`src/rtl/writeback_stage.sv`:
```
// MEM/WB pipeline register with write-back source select, bubble/flush handling,
// register-0 write suppression and a retired-instruction counter.
// Optional sub-word load extraction is built when LOAD_EXTEND_EN is defined.
module writeback_stage #(
  parameter int N = 32
) (
  input  logic         clk,
  input  logic         reset,
  input  logic         Valid_i,
  input  logic         Stall_i,
  input  logic         Flush_i,
  input  logic         Reg_Write_i,
  input  logic [1:0]   Mem_To_Reg_i,
  input  logic [4:0]   Write_Register_i,
  input  logic [N-1:0] ALU_Result_i,
  input  logic [N-1:0] Mem_Data_i,
  input  logic [N-1:0] PC_Plus_4_i,
  input  logic [15:0]  Imm_i,
  input  logic [1:0]   Mem_Size_i,
  input  logic         Mem_Unsigned_i,
  output logic         Reg_Write_o,
  output logic [4:0]   Write_Register_o,
  output logic [N-1:0] Write_Data_o,
  output logic [N-1:0] Retire_Count_o
);

  typedef enum logic [1:0] {
    SRC_ALU  = 2'd0,
    SRC_MEM  = 2'd1,
    SRC_LINK = 2'd2,
    SRC_LUI  = 2'd3
  } wb_src_e;

  logic         accept;
  logic [N-1:0] load_data;
  logic [N-1:0] wb_data;

  assign accept = Valid_i & ~Stall_i & ~Flush_i;

`ifdef LOAD_EXTEND_EN
  logic [31:0] mem_word;
  logic [7:0]  load_byte;
  logic [15:0] load_half;

  // Offset bits come from the low address bits of the load's effective address.
  always_comb begin
    mem_word  = 32'(Mem_Data_i);
    load_byte = mem_word[{ALU_Result_i[1:0], 3'b000} +: 8];
    load_half = mem_word[{ALU_Result_i[1], 4'b0000} +: 16];
    case (Mem_Size_i)
      2'd0:    load_data = N'({{24{load_byte[7] & ~Mem_Unsigned_i}}, load_byte});
      2'd1:    load_data = N'({{16{load_half[15] & ~Mem_Unsigned_i}}, load_half});
      default: load_data = Mem_Data_i;
    endcase
  end
`else
  logic unused_load_ctrl;

  assign unused_load_ctrl = ^{Mem_Size_i, Mem_Unsigned_i};
  assign load_data        = Mem_Data_i;
`endif

  // NOTE: wb_data gets a default before the case so no path leaves it unassigned (no latch).
  always_comb begin
    wb_data = '0;
    case (wb_src_e'(Mem_To_Reg_i))
      SRC_ALU:  wb_data = ALU_Result_i;
      SRC_MEM:  wb_data = load_data;
      SRC_LINK: wb_data = PC_Plus_4_i;
      SRC_LUI:  wb_data = N'({Imm_i, 16'h0000});
      default:  wb_data = '0;
    endcase
  end

  // NOTE: state updates use non-blocking assignments so all registers sample pre-edge values.
  always_ff @(posedge clk or negedge reset) begin
    if (!reset) begin
      Reg_Write_o      <= 1'b0;
      Write_Register_o <= '0;
      Write_Data_o     <= '0;
      Retire_Count_o   <= '0;
    end else if (Flush_i) begin
      Reg_Write_o      <= 1'b0;
      Write_Register_o <= '0;
      Write_Data_o     <= '0;
    end else if (accept) begin
      Reg_Write_o      <= Reg_Write_i & (Write_Register_i != 5'd0);
      Write_Register_o <= Write_Register_i;
      Write_Data_o     <= wb_data;
      Retire_Count_o   <= Retire_Count_o + N'(1);
    end else begin
      // Stall or empty slot: bubble, data outputs hold.
      Reg_Write_o      <= 1'b0;
    end
  end

endmodule

```
`config.mk`:
```
export PLATFORM = sky130hd
export DESIGN_NAME = writeback_stage
export DESIGN_NICKNAME = d
export VERILOG_FILES = /design/src/rtl/writeback_stage.sv
export SDC_FILE = /design/constraint.sdc
export NUM_CORES = 1
export LEC_CHECK = 0
export BUFFER_PORTS_ARGS = -buffer_cell sky130_fd_sc_hd__buf_2
export CAP_MARGIN = 15
export CORE_MARGIN = 5
export CORE_UTILIZATION = 40
export CTS_CLUSTER_SIZE = 28
export DETAILED_ROUTE_END_ITERATION = 8
export PLACE_DENSITY = 0.8
export SLEW_MARGIN = 20
export SYNTH_ARGS = -nofsm -noshare
export SYNTH_HDL_FRONTEND = slang
export SYNTH_SLANG_ARGS = --single-unit
```
`constraint.sdc`:
```
create_clock -name clk -period 2.75 [get_ports clk]
set_clock_uncertainty 0.1 [all_clocks]
set_input_delay 0.55 -clock clk [delete_from_list [all_inputs] [get_ports clk]]
set_output_delay 0.55 -clock clk [all_outputs]
set_load 0.02 [all_outputs]
```
## Word level (Yosys, flattened, before mapping)

Index checks and enable logic that the tools add are counted.

- Flip-flop bits (word level): 70
- Input bits: 128
- Output and inout bits: 70

- Add/sub/neg operators: 1
- Eq/ne operators: 3
- Mux-type cells: 7
- Bitwise logic cells: 5
- Reductions and logical operators: 4

Operator list:

| cell | number |
|---|---|
| 32-bit one-hot mux with 4 select lines | 1 |
| 32-bit 2-to-1 mux | 2 |
| 32-bit by 1-bit adder with 32-bit output (second input constant) | 1 |
| 5-bit 2-to-1 mux | 2 |
| 5-bit nonzero test | 1 |
| 2-bit == test (second input constant) | 2 |
| 1-bit bitwise AND | 3 |
| 2-bit by 1-bit == test with 1-bit output (second input constant) | 1 |
| 2-bit logical NOT | 1 |
| 1-bit 2-to-1 mux | 2 |
| 1-bit NOT | 2 |
| 2-bit AND reduction | 1 |
| 2-bit nonzero test | 1 |

## Depth between registers and ports, before layout

- Depth in word-level cells: 5
- Depth in mapped cells: 7

## Worst setup path after synthesis

OpenSTA, ideal clock, no wires.

- Path type: input to register
- From: input Mem_To_Reg_i[0]
- To: register Write_Data_o[19]
- Library setup time: 0.121 ns
- Arrival time: 1.570 ns
- Data required time: 2.529 ns
- Setup slack: 0.959 ns
- Stages: 4
- Cells stage by stage: buf_4 > buf_4 > mux4_2 > a22o_1

- Word-level cells in the longest chain between the ends: 4
- Elaborated cells on any way between the ends: 7
- Classes of those cells: 3 x eq/ne; 3 x mux; 1 x reduce/logical

Ends and longest elaborated chain:

| element | RTL line | source |
|---|---|---|
| start, declared | 13 | `input logic [1:0] Mem_To_Reg_i,` |
| 2-bit == test (tied with other cells) | 66 | `case (wb_src_e'(Mem_To_Reg_i))` |
| 32-bit one-hot mux with 4 select lines * | 66 |  |
| 32-bit 2-to-1 mux * | 86 | `end else if (accept) begin` |
| 32-bit 2-to-1 mux * | 82 | `end else if (Flush_i) begin` |
| end signal, assigned | 89 | `Write_Data_o <= wb_data;` |
| end, declared | 23 | `output logic [N-1:0] Write_Data_o,` |

Every way passes the cells marked *; elsewhere a longest branch is shown, timed or not. The select of a mux whose other input is x is not followed.
A chain may end at the register's enable or synchronous reset.

## Final worst setup path

- From: input Stall_i
- To: register Retire_Count_o[12]

- Word-level cells in the longest chain between the ends: 4

Ends and longest elaborated chain:

| element | RTL line | source |
|---|---|---|
| start, declared | 10 | `input logic Stall_i,` |
| 1-bit NOT | 38 | `assign accept = Valid_i & ~Stall_i & ~Flush_i;` |
| 1-bit bitwise AND (2 in series) | 38 |  |
| 2-bit AND reduction (no line) | -- |  |
| end signal, assigned | 90 | `Retire_Count_o <= Retire_Count_o + N'(1);` |
| end, declared | 24 | `output logic [N-1:0] Retire_Count_o` |

No other way between the ends.

==> flow_summary_export.csv <==
group,metric,value,unit
route,num_vias,3092,
cts,cts_max_level,3,
grt,grt_pass1_wl,16.2,mm
grt,antenna_found_initial,0,
placed_design,post-dp-hpwl,7.92,mm
cts,cts_buffers,9,
finish,regArea,0.00175,mm^2
logic_synthesis,synth.area.top_cells,"dfrtp_1 49%, mux4_2 10%, a22o_1 9.1%",
logic_synthesis,synth_async_sr_flop_share,100,%
route,wl,9.96,mm
sta,rsz0062_at_grt,"no",
worst_setup_path,cp-start-kind,"primary input",
route,wl_per_cell,16.8,um
logic_synthesis,syn-instance-count,288,
cts,ctsResizeCount,0,
worst_setup_path,cp_cell_sequence,"buf_2 -> and4bb_4 -> and3_1 -> nand4_1 -> xnor2_1",
cts,clkLatencyLatePin,0.34,ns
worst_setup_path,crit_family,"simple AND/OR/NAND/NOR gates",
run,maxCapViolations,0,
finish,layout.nets,609,
finish,fin_util,56.3,%
worst_setup_path,cp_slowest_cell,"and3_1",
cts,post_cts_buffers,0,
finish,multi_input_area,0.00171,mm^2
floorplan,core,0.00872,mm^2
logic_synthesis,synthSimpleGateAreaFrac,12.7,%
logic_synthesis,syn_area,0.00357,mm^2
finish,num-fill-cells,724,
sta,worstMarginPinSlew,0.639,ns
sta,worst_hold_slack,0.341,ns
sta,finalSetupViolCount,0,
cts,cts_tree,"built",
logic_synthesis,synthMuxAreaShare,14.9,%
sta,slew_headroom,57.2,%
sta,min_period_over_period,64.5,%
worst_setup_path,critPathCaptureType,"register",
cts,root_buffer,"clkbuf_8",
logic_synthesis,synth_xor_area_share,7.61,%
logic_synthesis,yosysSeqAreaShare,49.1,%
power,power.density,535,mW/mm^2
placed_design,io_buffers,194,
logic_synthesis,yosysTopAreaCell,"dfrtp_1",
floorplan,die_x,104,um
route,dr.pass1.iters,4,
logic_synthesis,synth_top_family_by_area,"multiplexers",
finish,antenna_cells,0,
floorplan,fp.dieArea,0.0109,mm^2
sta,fmax,563,MHz
cts,path_clk_slew,0.08,ns
hold_path,hold_path_class,"primary input to register",
logic_synthesis,synth_fp_nets,417,
worst_setup_path,crit_buf_inv,1,
logic_synthesis,synth_edf_count,0,
sta,slew_viol_final,0,
sta,hold_viol,0,
finish,drive_gt1_share,50.1,%
grt,grt_pass1_vias,3323,
grt,grt.total_usage,18.3,%
worst_setup_path,setup.worst_path.class,"primary input to register",
placed_design,routabilityCongestion,0.823,
power,power,0.00262,W
floorplan,die_h,104,um
grt,globalRouteOverflowTotal,0,
logic_synthesis,synth_cell_types,35,
finish,syn_to_final_growth,37.6,%
cts,hold_buffers,1,
logic_synthesis,synth_fa_ha_area_share,0.351,%
worst_setup_path,arrival,1.90,ns
route,drt-initial-drc-count,83,
logic_synthesis,avgSynthCellArea,12.4,um^2
worst_setup_path,max_stage_delay,0.51,ns
power,ir_drop,289,uV
logic_synthesis,synth_warnings,0,
outcome,status,"finished clean",
worst_setup_path,cp.required,2.88,ns
cts,clock_path_buffers,2,
sta,finalSetupTns,0,ns
floorplan,start_util,40.9,%
route,ant_nets,0,
worst_setup_path,crit_fanout,14,
power,total_leakage_power,2.62,nW
sta,fin_crit,1.77,ns
logic_synthesis,synth_top_area_share,49.1,%
logic_synthesis,synth_seq_cells,70,
route,vias_per_cell,5.21,
grt,grt_max_degree,39,
cts,cts.sinks,70,
logic_synthesis,synth_compound_area_share,11.9,%
floorplan,ios,198,
route,route.detailed.drc,0,
logic_synthesis,ys.flop_type,"dfrtp_1",
floorplan,core.rowCount,34,
[layout make-up]
class,instances,area share (%)
Timing Repair Buffer,202,21.6
Multi-Input combinational cell,195,34.8
Tap cell,108,2.75
Sequential cell,70,35.7
Clock buffer,10,2.80
Clock inverter,6,2.22
Inverter,2,0.153
[cells by family (layout without fill, tap and decap cells)]
family / count (synthesis) / count (layout)
and+or+nand+nor: 75 / 75
muxes: 33 / 33
AOI/OAI and AO/OA: 55 / 55
adders and majority gates: 1 / 1
buffers and inverters: 23 / 220
xor gates and xnor gates: 31 / 31
DFF: 70 / 70
[power breakdown]
part / switching (W) / leakage (nW) / internal, W
clock network: 0.000394 / 0.126 / 0.000626
registers: 0.0000539 / 0.958 / 0.00109
logic: 0.000245 / 1.54 / 0.000218
[state kept, by name (all words and copies together) (netlist names)]
name,cells
Retire_Count_o,32
Write_Data_o,32
Reg_Write_o,1
Write_Register_o,5
[stage by stage]
step / instance area (um^2) / cells / worst slack, ns
floorplan: 3570 / 288 / 0.959
global placement: 4650 / 576 / 0.637
detailed placement: 4650 / 576 / 0.615
CTS: 4910 / 593 / 0.980
global route: 4910 / 593 / 0.861
finish: 4910 / 593 / 0.975
[Yosys cell counts, drive strengths merged (2+ instances only)]
| master | count |
|---|---|
| dfrtp | 70 |
| a22o | 37 |
| nand2 | 23 |
| xnor2 | 23 |
| mux2i | 16 |
| mux4 | 16 |
| nand4 | 16 |
| o21ai | 16 |
| clkbuf | 12 |
| buf | 9 |
| nand3 | 9 |
| xor2 | 8 |
| and3 | 7 |
| and4 | 3 |
| nor2 | 3 |
| nor3 | 3 |
| and2 | 2 |
| inv | 2 |
| nor4 | 2 |
[layer usage]
| layer | track usage [%] | vias to the layer above | share of wire [%] |
|---|---|---|---|
| met2 | 32.3 | 134 | 52 |
| met1 | 21.2 | 1472 | 39 |
| li1 | - | 1475 | - |
| met3 | 6.15 | 11 | 7.9 |
| met4 | 4.53 | 0 | 1.0 |
| met5 | 0 | - | 0 |
[cells in the final DEF, fill, tap and decap left out, types with 2 or more instances in the layout]
cell / Yosys / layout
mux4_2: 16 / 16
inv_1: 2 / 2
nand4_1: 15 / 15
buf_2: 2 / 194
bufinv_16: 0 / 3
nand2_1: 23 / 23
xor2_1: 8 / 8
and2_1: 2 / 2
nor2_1: 3 / 3
dfrtp_1: 70 / 70
clkinv_2: 0 / 2
and3_1: 6 / 6
and4_1: 3 / 3
buf_12: 0 / 2
clkbuf_8: 0 / 10
buf_4: 5 / 5
a22o_1: 37 / 37
mux2i_1: 16 / 16
nand3_1: 9 / 9
xnor2_1: 23 / 23
nor3_1: 3 / 3
o21ai_0: 16 / 16
[worst register-to-register path, stage by stage, from the launching register on]
cell and delay [ns]:
dfrtp_1 0.39, and4bb_4 0.29, and3_1 0.51, nand4_1 0.19, xnor2_1 0.16
[final timing paths]
check | startpoint | depth (start not counted) | to | slack (ns)
setup reg to reg | Retire_Count_o[2] | 4 | Retire_Count_o[12] | 1.00
hold reg to reg | Retire_Count_o[31] | 1 | Retire_Count_o[31] | 0.37
setup / recovery | Stall_i | 5 | Retire_Count_o[12] | 0.98
max in group asynchronous | reset | 3 | Write_Data_o[25] | 1.36
hold / removal | Reg_Write_i | 2 | Reg_Write_o | 0.34
min in group asynchronous | reset | 2 | Retire_Count_o[20] | 0.54
Note: power is estimated with default switching activity, not from simulation.
